--- src/rtl/ctrl_pipe_hazard.sv ---
// ctrl_pipe_hazard: carries decoder controls ID->EX->MEM->WB, stalls on RAW hazards.
// Optional macro FWD_EN: load-use-only stalls plus MEM/WB forward selects.

module ctrl_pipe_hazard #(
    parameter int REG_ADDR_W = 5,
    parameter int ALU_OP_W   = 2
) (
    input  logic                  clk,
    input  logic                  rst_n,
    input  logic                  id_valid,
    input  logic                  id_reg_dst,
    input  logic                  id_branch,
    input  logic                  id_mem_read,
    input  logic                  id_mem_to_reg,
    input  logic [ALU_OP_W-1:0]   id_alu_op,
    input  logic                  id_mem_write,
    input  logic                  id_alu_src,
    input  logic                  id_reg_write,
    input  logic [REG_ADDR_W-1:0] id_rs,
    input  logic [REG_ADDR_W-1:0] id_rt,
    input  logic [REG_ADDR_W-1:0] id_rd,
    input  logic                  flush,
    output logic                  stall,
    output logic                  ex_valid,
    output logic [ALU_OP_W-1:0]   ex_alu_op,
    output logic                  ex_alu_src,
    output logic [REG_ADDR_W-1:0] ex_rs,
    output logic [REG_ADDR_W-1:0] ex_rt,
    output logic                  mem_valid,
    output logic                  mem_branch,
    output logic                  mem_read,
    output logic                  mem_write,
    output logic                  wb_valid,
    output logic                  wb_reg_write,
    output logic                  wb_mem_to_reg,
    output logic [REG_ADDR_W-1:0] wb_write_reg,
    output logic [1:0]            fwd_a,
    output logic [1:0]            fwd_b
);

    typedef logic [REG_ADDR_W-1:0] addr_t;

    typedef struct packed {
        logic                valid;
        logic                reg_write;
        logic                mem_to_reg;
        logic                branch;
        logic                mem_read;
        logic                mem_write;
        logic [ALU_OP_W-1:0] alu_op;
        logic                alu_src;
        addr_t               rs;
        addr_t               rt;
        addr_t               dest;
    } ex_t;

    typedef struct packed {
        logic  valid;
        logic  reg_write;
        logic  mem_to_reg;
        logic  branch;
        logic  mem_read;
        logic  mem_write;
        addr_t dest;
    } mem_t;

    typedef struct packed {
        logic  valid;
        logic  reg_write;
        logic  mem_to_reg;
        addr_t dest;
    } wb_t;

    ex_t  ex_q;
    ex_t  ex_d;
    ex_t  id_cap;
    mem_t mem_q;
    mem_t mem_d;
    mem_t ex2mem;
    wb_t  wb_q;
    wb_t  wb_d;

    logic rt_used;
    logic ex_hit;
    logic raw;

    // Register 0 is hardwired, so it can never carry a dependency.
    function automatic logic hit(
        input logic  v,
        input logic  rw,
        input addr_t dest,
        input addr_t src
    );
        return v & rw & (src != '0) & (dest == src);
    endfunction

    // Decoder don't-cares are squashed here so nothing unknown is registered.
    always_comb begin
        id_cap = '0;
        if (id_valid) begin
            id_cap.valid      = 1'b1;
            id_cap.reg_write  = id_reg_write;
            id_cap.mem_to_reg = id_reg_write & id_mem_to_reg;
            id_cap.branch     = id_branch;
            id_cap.mem_read   = id_mem_read;
            id_cap.mem_write  = id_mem_write;
            id_cap.alu_op     = id_alu_op;
            id_cap.alu_src    = id_alu_src;
            id_cap.rs         = id_rs;
            id_cap.rt         = id_rt;
            if (id_reg_write) begin
                id_cap.dest = id_reg_dst ? id_rd : id_rt;
            end
        end
    end

    always_comb begin
        ex2mem            = '0;
        ex2mem.valid      = ex_q.valid;
        ex2mem.reg_write  = ex_q.reg_write;
        ex2mem.mem_to_reg = ex_q.mem_to_reg;
        ex2mem.branch     = ex_q.branch;
        ex2mem.mem_read   = ex_q.mem_read;
        ex2mem.mem_write  = ex_q.mem_write;
        ex2mem.dest       = ex_q.dest;
    end

    assign rt_used = ~id_alu_src | id_mem_write | id_branch;

    assign ex_hit =
        hit(ex_q.valid, ex_q.reg_write, ex_q.dest, id_rs) |
        (rt_used & hit(ex_q.valid, ex_q.reg_write, ex_q.dest, id_rt));

`ifdef FWD_EN
    assign raw = ex_q.mem_read & ex_hit;

    // MEM result is newer than WB, so it wins.
    always_comb begin
        fwd_a = 2'b00;
        if (hit(mem_q.valid, mem_q.reg_write, mem_q.dest, ex_q.rs)) begin
            fwd_a = 2'b10;
        end else if (hit(wb_q.valid, wb_q.reg_write, wb_q.dest, ex_q.rs)) begin
            fwd_a = 2'b01;
        end
    end

    always_comb begin
        fwd_b = 2'b00;
        if (hit(mem_q.valid, mem_q.reg_write, mem_q.dest, ex_q.rt)) begin
            fwd_b = 2'b10;
        end else if (hit(wb_q.valid, wb_q.reg_write, wb_q.dest, ex_q.rt)) begin
            fwd_b = 2'b01;
        end
    end
`else
    logic mem_hit;

    assign mem_hit =
        hit(mem_q.valid, mem_q.reg_write, mem_q.dest, id_rs) |
        (rt_used & hit(mem_q.valid, mem_q.reg_write, mem_q.dest, id_rt));

    assign raw   = ex_hit | mem_hit;
    assign fwd_a = 2'b00;
    assign fwd_b = 2'b00;
`endif

    assign stall = id_valid & ~flush & raw;

    always_comb begin
        ex_d            = '0;
        mem_d           = '0;
        wb_d            = '0;
        wb_d.valid      = mem_q.valid;
        wb_d.reg_write  = mem_q.reg_write;
        wb_d.mem_to_reg = mem_q.mem_to_reg;
        wb_d.dest       = mem_q.dest;
        unique case (1'b1)
            flush: begin
                mem_d = '0;
            end
            stall: begin
                mem_d = ex2mem;
            end
            default: begin
                ex_d  = id_cap;
                mem_d = ex2mem;
            end
        endcase
    end

    always_ff @(posedge clk or negedge rst_n) begin
        if (!rst_n) begin
            ex_q  <= '0;
            mem_q <= '0;
            wb_q  <= '0;
        end else begin
            ex_q  <= ex_d;
            mem_q <= mem_d;
            wb_q  <= wb_d;
        end
    end

    assign ex_valid      = ex_q.valid;
    assign ex_alu_op     = ex_q.alu_op;
    assign ex_alu_src    = ex_q.alu_src;
    assign ex_rs         = ex_q.rs;
    assign ex_rt         = ex_q.rt;
    assign mem_valid     = mem_q.valid;
    assign mem_branch    = mem_q.branch;
    assign mem_read      = mem_q.mem_read;
    assign mem_write     = mem_q.mem_write;
    assign wb_valid      = wb_q.valid;
    assign wb_reg_write  = wb_q.reg_write;
    assign wb_mem_to_reg = wb_q.mem_to_reg;
    assign wb_write_reg  = wb_q.dest;

endmodule

--- config.mk ---
export PLATFORM = sky130hd
export DESIGN_NAME = ctrl_pipe_hazard
export DESIGN_NICKNAME = d
export VERILOG_FILES = /design/src/rtl/ctrl_pipe_hazard.sv
export SDC_FILE = /design/constraint.sdc
export NUM_CORES = 1
export LEC_CHECK = 0
export ABC_AREA = 1
export BUFFER_PORTS_ARGS = -buffer_cell sky130_fd_sc_hd__buf_2
export CORE_ASPECT_RATIO = 1.1
export CORE_MARGIN = 10
export CORE_UTILIZATION = 40
export CTS_BUF_LIST = sky130_fd_sc_hd__clkbuf_16
export DETAILED_ROUTE_END_ITERATION = 10
export PLACE_DENSITY = 0.77
export SYNTH_ARGS = -nofsm -noshare
export SYNTH_HDL_FRONTEND = slang
export SYNTH_SLANG_ARGS = --single-unit
--- constraint.sdc ---
create_clock -name clk -period 1.7 [get_ports clk]
set_clock_uncertainty 0.2 [all_clocks]
set_input_delay 0.425 -clock clk [delete_from_list [all_inputs] [get_ports clk]]
set_output_delay 0.425 -clock clk [all_outputs]
set_load 0.05 [all_outputs]
Word-level counts from Yosys, hierarchy flattened

Cells that the tools add are included.
Widths: inputs -> output; s select.

Equality and inequality tests: 4
Multiplexer cells: 5
Bitwise logic cells: 22
Reductions and logical operators: 3

Operator list:

| cell              | number |
|---|---|
| $mux 24           | 2 |
| $eq 5x5->1        | 4 |
| $and 1x1->1       | 15 |
| $mux 11           | 1 |
| $mux 5            | 2 |
| $reduce_bool 5->1 | 2 |
| $or 1x1->1        | 5 |
| $not 1->1         | 2 |
| $reduce_or 2->1   | 1 |

Register bits after elaboration: 43
Output and inout bits: 31
Word-level logic and storage cells: 56

Logic depth before layout (Yosys ltp)

Gate-level depths: netlist of the first run.

Depth in word-level cells: 9
Gate-level depth with buffers: 13

Least setup slack after synthesis of the first run

OpenSTA, ideal clock, no wires.

Path kind: input-to-output
From: input port id_rt[1]
To: output port stall
Arrival time: 1.654 ns
Required time: 1.075 ns
Path slack: -0.579 ns
Cell stages on the path: 11
Path through: inv_1 > nand2_1 > nand2_1 > nand2_1 > nor2_1 > nand2_1 > nand2_1 > nand2_1 > nand2_1 > inv_2 > nor2_1

Cells in the longest elaborated chain, start to end: 7
Elaborated cells on any way between the ends: 13

Ends and longest elaborated chain:

| element                        | line     | RTL |
|---|---|---|
| from (decl)                    | 20       | `input logic [REG_ADDR_W-1:0] id_rt,` |
| $reduce_bool 5->1              | 94       | `return v & rw & (src != '0) & (dest == src);` |
| $and 1x1->1 (2 in a row)       | 94       |  |
| $and 1x1->1 (on tied branches) | 132, 160 |  |
| $or 1x1->1 (on tied branches)  | 131, 159 |  |
| $or 1x1->1 *                   | 162      | `assign raw = ex_hit \| mem_hit;` |
| $and 1x1->1 *                  | 167      | `assign stall = id_valid & ~flush & raw;` |
| to (decl)                      | 23       | `output logic stall,` |

Every way passes the cells marked *; elsewhere a longest branch is shown, timed or not.

Worst setup path after layout of the first run

From: register ex_q, in the netlist ex2mem[2]
To: output port stall

Cells in the longest elaborated chain, start to end: 6
Elaborated cells on any way between the ends: 8

Ends and longest elaborated chain:

| element                | line | RTL |
|---|---|---|
| from (decl)            | 74   | `ex_t ex_q;` |
| from (signal assigned) | 193  | `ex_q <= '0;` |
| from (signal assigned) | 197  | `ex_q <= ex_d;` |
| $eq 5x5->1             | 94   |  |
| $and 1x1->1            | 94   |  |
| $and 1x1->1            | 132  | `(rt_used & hit(ex_q.valid, ex_q.reg_write, ex_q.dest, id_rt));` |
| $or 1x1->1 *           | 131  | `hit(ex_q.valid, ex_q.reg_write, ex_q.dest, id_rs) \|` |
| $or 1x1->1 *           | 162  |  |
| $and 1x1->1 *          | 167  |  |

Marks and branches as above.

==> results of run 1 <==
==> cells by family (layout without fill, tap and decap cells) <==
family          after synthesis  after routing  share of synthesized area [%]
buf+inv                      48            125                           11.1
other cells                   1              4                          0.205
simple gates                 97             99                           22.9
flops                        43             43                           58.7
xor+xnor                     12             12                           5.74
compound gates                5              5                           1.37
==> cell type report <==
cell class	count	area share (%)
tap	54	2.65
sequential	43	42.3
multi-input combinational	120	25.2
clock buffer	5	4.91
clock inverter	3	0.590
inverter	41	6.14
timing repair buffer	76	18.2
==> what timing repair did <==
item	4_1_cts	5_1_grt
endpoints found under the setup margin	18	25
gates resized for setup	6	10
setup buffers	2	0
pin swaps	11	2
gates cloned	2	0
hold endpoints to repair	43	0
hold buffers	1	0
==> metal layers <==
layer  share of wire (%)  vias to the layer above
met3                 8.6                        6
li1                    -                      751
met5                   0                        -
met2                  50                       52
met1                  40                      683
met4                0.96                        0
==> Yosys cell counts (all sizes together) <==
cell type / n
conb: 1
nand4: 2
nor2: 51
dfrtp: 43
buf: 6
a21oi: 5
xor2: 3
nand2: 38
inv: 41
clkbuf: 1
nand3: 6
xnor2: 9
==> power by group <==
group	internal, uW	switching (uW)	total, uW
sequential	1050	13.2	1070
clock	535	375	911
combinational	114	230	344
total	1700	619	2320
==> critical path, cell delays in order, from the launching register on <==
cell	delay (ns)
dfrtp_1	0.42
xnor2_1	0.17
nand2_1	0.08
nor2_2	0.11
nand2_1	0.07
nand2_1	0.08
nand2_1	0.08
nand2_1	0.08
inv_2	0.05
nor2_4	0.08
buf_8	0.15
==> worst max path at each step <==
| stage | startpoint | to | slack, ns | depth (start not counted) |
|---|---|---|---|---|
| floorplan | id_rt[0] | stall | -0.17 | 9 |
| global placement | id_rt[3] | stall | -0.49 | 11 |
| detailed placement | id_rt[3] | stall | -0.50 | 11 |
| CTS | ex2mem[2]$_DFF_PN0_ | stall | -0.56 | 10 |
| global route | ex2mem[2]$_DFF_PN0_ | stall | -0.68 | 10 |
| finish | ex2mem[2]$_DFF_PN0_ | stall | -0.58 | 10 |
==> through the flow <==
| stage | total power (uW) | area, um^2 |
|---|---|---|
| 5_1_grt | 2430 | 2550 |
| 2_1_floorplan | 1280 | 1850 |
| 4_1_cts | 2350 | 2520 |
| 3_5_place_dp | 1410 | 2300 |
| 3_3_place_gp | 1410 | 2300 |
| 6_report | 2320 | 2550 |
==> metrics.md, run 1 <==
| Metric | Value |
|---|---|
| Root Driver | clkbuf_16 |
| Drc violations | 0 |
| PnR worst setup slack | -0.581 ns |
| CP Capture Type | output pin |
| Synth area leaders | dfrtp_1 (59%), nor2_1 (8.4%), inv_1 (8.2%) |
| Gr usage total | 11.8% |
| Hold_sp | mem_q[8]$_DFF_PN0_ |
| Dpl hpwl | 3260 um |
| 1st-pass router iterations | 4 |
| Synthesis-to-finish area growth | 39.0% |
| Synth unique cells | 19 |
| Min Tclk post-route | 2.28 ns |
| CTS Buf Count | 5 |
| Routed Wire Length | 4570 um |
| Hold depth | 0 |
| Worst Path Max Fanout | 3 |
| Maximum buffer depth of the clock tree | 2 |
| Total gr overflow | 0 |
| Global-route wire length before repair | 7300 um |
| RSZ-0062 raised after global routing | true |
| Skew-Pair Late Insertion Delay | 0.28 ns |
| Final setup viols | 25 |
| Hold crit path type | reg -> reg |
| Clk sinks | 43 |
| Worst reg-to-reg path cell count | 11 |
| Starting Density | 41.8% |
| Met2 usage | 20.4% |
| Grt met1 use | 12.3% |
| Crit Path Class | reg -> out |
| Most frequent cells in the layout | buf_2 (53), dfrtp_1 (43), inv_1 (37), nand2_1 (37), nor2_1 (33) |
| Setup TNS | -2.09 ns |
| Fillers | 400 |
| FMAX | 438 MHz |
| Post-DR vias/cell | 4.36 |
| Max reg flops | 10 |
| Grt met3 use | 5.81% |
| Critical path arrival | 1.66 ns |
| Die height | 91.0 um |
| CTS tree | yes |
| Worst slack, placed | -0.504 ns |
| FF-to-FF Start | ex2mem[2]$_DFF_PN0_ |
| Tcrit/Tclk final | 134% |
| Largest net degree at the start of global routing | 44 |
| Post-Layout Cell Count | 342 |
| I/O Pins | 59 |
| GR peak layer | met2 |
| RD Place Congestion | 0.806 |
| Iteration-0 DRC Markers | 49 |
| Final Hold Vio Count | 0 |
| Layout cell share with drive strength beyond 1 | 38.2% |
| Core area | 4380 um^2 |
| Fin util | 58.1% |
| Fin. max-slew vios | 0 |
| Internal reg-to-reg setup slack | -0.08 ns |
| Reg area | 1080 um^2 |
| Synth Warn # | 0 |
| Yosys reg bits | 43 |
| Final hold slack | 0.151 ns |
| Clk slew on worst S/H paths | 0.06 ns |
| Die area | 7690 um^2 |
| Row count | 25 |
| Worst Path Required | 1.07 ns |
| Startpoint types | register |
| Sequential share of the synthesized area | 58.7% |
| VDD IR max | 0.420 mV |
| Max Cap Viol | 0 |
| Number of antenna diodes | 0 |
| Failing checks | negative setup slack |
| Leakage | 0.00146 uW |
| Post-DRT Antenna Nets | 0 |
| Detailed-route via count | 1,492 |
| Fin nets | 315 |
| IO buf count | 54 |
| Synth top area share | 58.7% |
| PD cells | 912 nW/um^2 |
| Commonest non-fill, non-tap cell in the layout | buf_2 |
| Avg WL per Cell | 13.4 um |
| Vias in the first global route | 1,606 |
| Worst r2r dst | ex_rt[4]$_DFF_PN0_ |
| Max H-tree Level | 2 |
| Placed Instances | 329 |
| Outcome | finished, violations left |
| Yosys top cell by area | dfrtp_1 |
| Footprint of the multi-input gates | 642 um^2 |
| Mean post-synth cell area | 8.89 um^2 |
| Antenna violations before repair | 0 |
| Die boundary width | 84.5 um |
| Syn Inst Count | 206 |
| Hold worst-path end | wb_mem_to_reg$_DFF_PN0_ |
| Post-Syn Area | 1830 um^2 |
(Power assumes the default switching activity.)
==> run 2: changes to the inputs <==
--- a/config.mk
+++ b/config.mk
@@ -9,10 +9,10 @@
 export BUFFER_PORTS_ARGS = -buffer_cell sky130_fd_sc_hd__buf_2
 export CORE_ASPECT_RATIO = 1.1
 export CORE_MARGIN = 10
-export CORE_UTILIZATION = 40
-export CTS_BUF_LIST = sky130_fd_sc_hd__clkbuf_16
+export CORE_UTILIZATION = 50
+export CTS_BUF_LIST = sky130_fd_sc_hd__clkbuf_4 sky130_fd_sc_hd__clkbuf_8 sky130_fd_sc_hd__clkbuf_16
 export DETAILED_ROUTE_END_ITERATION = 10
-export PLACE_DENSITY = 0.77
+export PLACE_DENSITY = 0.91
 export SYNTH_ARGS = -nofsm -noshare
 export SYNTH_HDL_FRONTEND = slang
 export SYNTH_SLANG_ARGS = --single-unit
==> run 2 against run 1 <==
  * Maximum frequency up 2.4%
  * Combinational power barely moved
  * Non-clock buffer count down 1
  * Final area decreased by 0.29%
  * Final cell count decreased by 1.5%
  * The run still ends with negative setup slack left
  * Register-to-register slack worse by 0.03 ns
  * First-iteration DRC count rose to 2.6 times the previous value
==> metrics.md, run 2 (synthesized netlist as in run 1, its figures left out) <==
| Metric | Value |
|---|---|
| Hold_sp | id_mem_to_reg |
| 1st-pass router iterations | 4 |
| Dpl hpwl | 3030 um |
| Failing checks | negative setup slack |
| Row count | 23 |
| Layout cell share with drive strength beyond 1 | 40.4% |
| Avg WL per Cell | 12.2 um |
| Max reg flops | 10 |
| PD cells | 818 nW/um^2 |
| Power, Total | 2080 uW |
| Final Hold Vio Count | 0 |
| Die height | 83.5 um |
| Global-route wire length before repair | 6980 um |
| Detailed-route via count | 1,461 |
| Crit Path Class | reg -> out |
| FF-to-FF Start | ex2mem[2]$_DFF_PN0_ |
| Iteration-0 DRC Markers | 128 |
| Fin. max-slew vios | 0 |
| Critical path arrival | 1.60 ns |
| Root Driver | clkbuf_8 |
| Largest net degree at the start of global routing | 44 |
| PnR worst setup slack | -0.528 ns |
| Worst slack, placed | -0.459 ns |
| FMAX | 449 MHz |
| Starting Density | 50.9% |
| I/O Pins | 59 |
| Clk sinks | 43 |
| Post-DRT Antenna Nets | 0 |
| Tcrit/Tclk final | 131% |
| Hold crit path type | in -> reg |
| Antenna violations before repair | 0 |
| Drc violations | 0 |
| RSZ-0062 raised after global routing | true |
| Max Cap Viol | 0 |
| Internal reg-to-reg setup slack | -0.11 ns |
| CP Capture Type | output pin |
| Max H-tree Level | 2 |
| Die boundary width | 77.7 um |
| Final hold slack | 0.144 ns |
| Hold depth | 3 |
| Gr usage total | 13.4% |
| RD Place Congestion | 0.912 |
| Final setup viols | 18 |
| Commonest non-fill, non-tap cell in the layout | buf_2 |
| VDD IR max | 0.866 mV |
| Fin nets | 314 |
| Die area | 6490 um^2 |
| Skew-Pair Late Insertion Delay | 0.29 ns |
| Startpoint types | register |
| Core area | 3600 um^2 |
| Routed Wire Length | 4110 um |
| Vias in the first global route | 1,515 |
| Min Tclk post-route | 2.23 ns |
| Outcome | finished, violations left |
| Number of antenna diodes | 0 |
| Hold worst-path end | ex2mem[8]$_DFF_PN0_ |
| Fin util | 70.6% |
| Clk slew on worst S/H paths | 0.08 ns |
| Worst r2r dst | ex_alu_src$_DFF_PN0_ |
| CTS Buf Count | 5 |
| Maximum buffer depth of the clock tree | 2 |
| IO buf count | 54 |
| Worst reg-to-reg path cell count | 12 |
| Worst Path Max Fanout | 3 |
| Total gr overflow | 0 |
| Synthesis-to-finish area growth | 38.6% |
| Most frequent cells in the layout | buf_2 (53), dfrtp_1 (43), inv_1 (36), nand2_1 (36), nor2_1 (28) |
| Leakage | 0.00144 uW |
| Worst Path Required | 1.07 ns |
| CTS tree | yes |
| Post-DR vias/cell | 4.34 |
[run 2: area by class of cell]
| type | instances | area, um^2 |
|---|---|---|
| Multi-Input combinational cell | 120 | 676 |
| Inverter | 41 | 156 |
| Clock buffer | 6 | 82.6 |
| Tap cell | 50 | 62.6 |
| Clock inverter | 2 | 16.3 |
| Timing Repair Buffer | 75 | 469 |
| Sequential cell | 43 | 1080 |
| Fill cell | 280 | 1060 |
[run 2: through the flow]
stage                     TNS (ns)  instances  cell area, um^2
after detailed placement     -4.12        323             2280
after global placement       -3.22        323             2280
after global routing         -5.47        337             2540
after CTS                   -0.524        335             2440
after floorplan             -0.173        209             1850
final                        -1.91        337             2540
[run 2: per-layer routing]
metal / GRT usage, % / wire (um)
met2: 21.8 / 2020
met1: 14.8 / 1630
met4: 4.98 / 68
met5: 0 / 0
met3: 6.47 / 391
[run 2: worst max path at each step]
stage | to | cells after the start | slack, ns | start
after floorplan | stall | 9 | -0.17 | id_rt[0]
after detailed placement | stall | 11 | -0.46 | id_rt[3]
after CTS | stall | 10 | -0.52 | ex2mem[2]$_DFF_PN0_
after global routing | stall | 10 | -0.70 | ex2mem[3]$_DFF_PN0_
final | stall | 10 | -0.53 | ex2mem[2]$_DFF_PN0_
after global placement | stall | 11 | -0.45 | id_rt[3]
[run 2: power by group]
| part | leakage [uW] | switching (uW) | internal [uW] |
|---|---|---|---|
| Sequential | 0.000586 | 12.8 | 1050 |
| Combinational | 0.000804 | 231 | 116 |
| Clock | 0.0000474 | 336 | 331 |
[run 2: repair_timing]
item | 4_1_cts | 5_1_grt
gates cloned | 1 | 1
pin swaps | 9 | 7
hold endpoints to repair | 43 | 0
resized for setup | 5 | 24
endpoints found under the setup margin | 16 | 25
setup buffers | 2 | 1
hold buffers | 1 | 0
[run 2: critical path, stage by stage, from the launching register on]
cell and delay, ns:
dfrtp_1 0.44, xnor2_1 0.15, nand2_1 0.06, nor2_1 0.10, nand2_1 0.06, nand2_1 0.06, nand2_1 0.06, nand2_1 0.08
inv_2 0.05, nor2_4 0.09, buf_8 0.15
==> run 3: changes to the inputs <==
--- a/config.mk
+++ b/config.mk
@@ -8,7 +8,7 @@
 export ABC_AREA = 1
 export BUFFER_PORTS_ARGS = -buffer_cell sky130_fd_sc_hd__buf_2
 export CORE_ASPECT_RATIO = 1.1
-export CORE_MARGIN = 10
+export CORE_MARGIN = 8
 export CORE_UTILIZATION = 50
 export CTS_BUF_LIST = sky130_fd_sc_hd__clkbuf_4 sky130_fd_sc_hd__clkbuf_8 sky130_fd_sc_hd__clkbuf_16
 export DETAILED_ROUTE_END_ITERATION = 10
==> run 3 against run 2 <==
  * Critical path depth stayed put
  * Total power is 1.2% higher
  * Largest power group unchanged
  * Register-to-register slack worse by 0.02 ns
  * Worst setup slack worse by 0.0012 ns
  * The flow still finishes with violations (negative setup slack)
  * Maximum frequency hardly changed
  * Global-route usage is 2.0 points higher
  * First-iteration DRC count is 29% lower
  * Routed wire length is 2.4% higher
  * Non-clock buffer count stayed put
  * Combinational power is 1% lower
==> metrics.md, run 3 (synthesized netlist as in run 1, its figures left out) <==
| Metric | Value |
|---|---|
| Post-DR vias/cell | 4.45 |
| Dpl hpwl | 3030 um |
| Fin. max-slew vios | 0 |
| Crit path launch | ex2mem[0]$_DFF_PN0_ |
| 1st-pass router iterations | 4 |
| Max reg flops | 10 |
| Antenna violations before repair | 0 |
| Failing checks | negative setup slack |
| Worst Path Required | 1.07 ns |
| Outcome | finished, violations left |
| Root Driver | clkbuf_8 |
| Maximum buffer depth of the clock tree | 2 |
| Hold crit path type | in -> reg |
| Core area | 3570 um^2 |
| Max Cap Viol | 0 |
| Internal reg-to-reg setup slack | -0.13 ns |
| CP cell instances | xnor2_1 > nand2_1 > nor2_1 > nand2_1 > nand2_1 > nand2_2 > nand2_2 > inv_2 > nor2_4 > buf_8 |
| Clk slew on worst S/H paths | 0.07 ns |
| Number of antenna diodes | 0 |
| Detailed-route via count | 1,500 |
| Final setup viols | 20 |
| Global-route wire length before repair | 6810 um |
| Post-DRT Antenna Nets | 0 |
| Drc violations | 0 |
| WP buf/inv | 2 |
| Tcrit/Tclk final | 131% |
| Power, Total | 2100 uW |
| Worst reg-to-reg path cell count | 11 |
| Max H-tree Level | 2 |
| Leakage | 0.00144 uW |
| Worst Path Max Fanout | 3 |
| Vias in the first global route | 1,511 |
| Worst path top cell family by delay | simple AND/OR/NAND/NOR gates |
| CTS tree | yes |
| Cell area after layout | 2510 um^2 |
| Crit path depth | 10 |
| Final Hold Vio Count | 0 |
| Crit Path Class | reg -> out |
| Die area | 5860 um^2 |
| VDD IR max | 0.551 mV |
| RSZ-0062 raised after global routing | true |
| Row count | 23 |
| Critical path arrival | 1.60 ns |
| Worst slack, placed | -0.464 ns |
| Die boundary width | 73.7 um |
| CP Capture Type | output pin |
| Synthesis-to-finish area growth | 37.2% |
| Largest stage delay on the critical path | 0.44 ns |
| Worst setup endpoint | stall |
| FF-to-FF Start | ex2mem[0]$_DFF_PN0_ |
| Fin nets | 314 |
| Post-place instance area | 2290 um^2 |
| PnR worst setup slack | -0.529 ns |
| Largest net degree at the start of global routing | 29 |
| Layout cell share with drive strength beyond 1 | 40.8% |
| Avg WL per Cell | 12.5 um |
| Starting Density | 51.3% |
| Worst r2r dst | ex2mem[1]$_DFF_PN0_ |
| Clk sinks | 43 |
| Most frequent cells in the layout | buf_2 (53), dfrtp_1 (41), inv_1 (35) |
| I/O Pins | 59 |
| Gr usage total | 15.5% |
| Min Tclk post-route | 2.23 ns |
| Startpoint types | register |
| Setup TNS | -1.75 ns |
| Routed Wire Length | 4210 um |
| Die height | 79.5 um |
| Total gr overflow | 0 |
| Most common cell on crit path | nand2_1 |
| Commonest non-fill, non-tap cell in the layout | buf_2 |
| Skew-Pair Late Insertion Delay | 0.29 ns |
| Iteration-0 DRC Markers | 91 |
| CTS Buf Count | 5 |
| PD cells | 837 nW/um^2 |
| IO buf count | 54 |
| FMAX | 449 MHz |
| Slowest CP cell | dfrtp_1 |
| RD Place Congestion | 0.872 |
## run 3: report_power, final
part	total, uW	switching [uW]	internal, uW
Sequential	1070	13.4	1050
Combinational	341	228	113
Clock	696	310	386
Total	2100	551	1550
## run 3: timing repair
action / in CTS / in global routing
buffers inserted: 0 / 1
gates resized for setup: 6 / 18
gates cloned: 1 / 1
pin swaps: 12 / 11
endpoints found under the setup margin: 18 / 25
hold endpoints to repair: 15 / 0
hold buffers: 1 / 0
## run 3: per-stage QoR
stage	hold WS [ns]	cells	utilization, %
final	0.144	337	70.4
after global placement	0.135	325	64.2
after detailed placement	0.136	325	64.2
after global routing	0.147	337	70.4
after floorplan	-0.0706	209	-
after CTS	0.123	335	68.7
## run 3: metal layers
metal	global-route usage, %	up-vias	routed length, um
met1	17.4	681	1770
li1	-	751	-
met5	0	-	0
met2	25.1	55	2020
met4	7.60	0	129
met3	5.78	13	289
## run 3: worst min-delay path: stages
cell and delay (ns):
buf_2 0.09, inv_1 0.05, nor2_2 0.03
## run 3: how the worst min path moves through the flow
stage                                  start                      end  slack (ns)  cells after the start
after CTS                      id_mem_to_reg      ex2mem[8]$_DFF_PN0_        0.12                      3
after global routing           id_mem_to_reg      ex2mem[8]$_DFF_PN0_        0.15                      3
after global placement    mem_q[8]$_DFF_PN0_  wb_mem_to_reg$_DFF_PN0_        0.13                      0
final                          id_mem_to_reg      ex2mem[8]$_DFF_PN0_        0.14                      3
after floorplan                        rst_n      ex2mem[0]$_DFF_PN0_       -0.07                      0
after detailed placement  mem_q[8]$_DFF_PN0_  wb_mem_to_reg$_DFF_PN0_        0.14                      0
## run 3: layout make-up
cell class	count	area, um^2
fill	304	1050
sequential	43	1080
inverter	41	156
clock buffer	8	104
multi-input combinational	120	652
timing repair buffer	75	460
tap	50	62.6
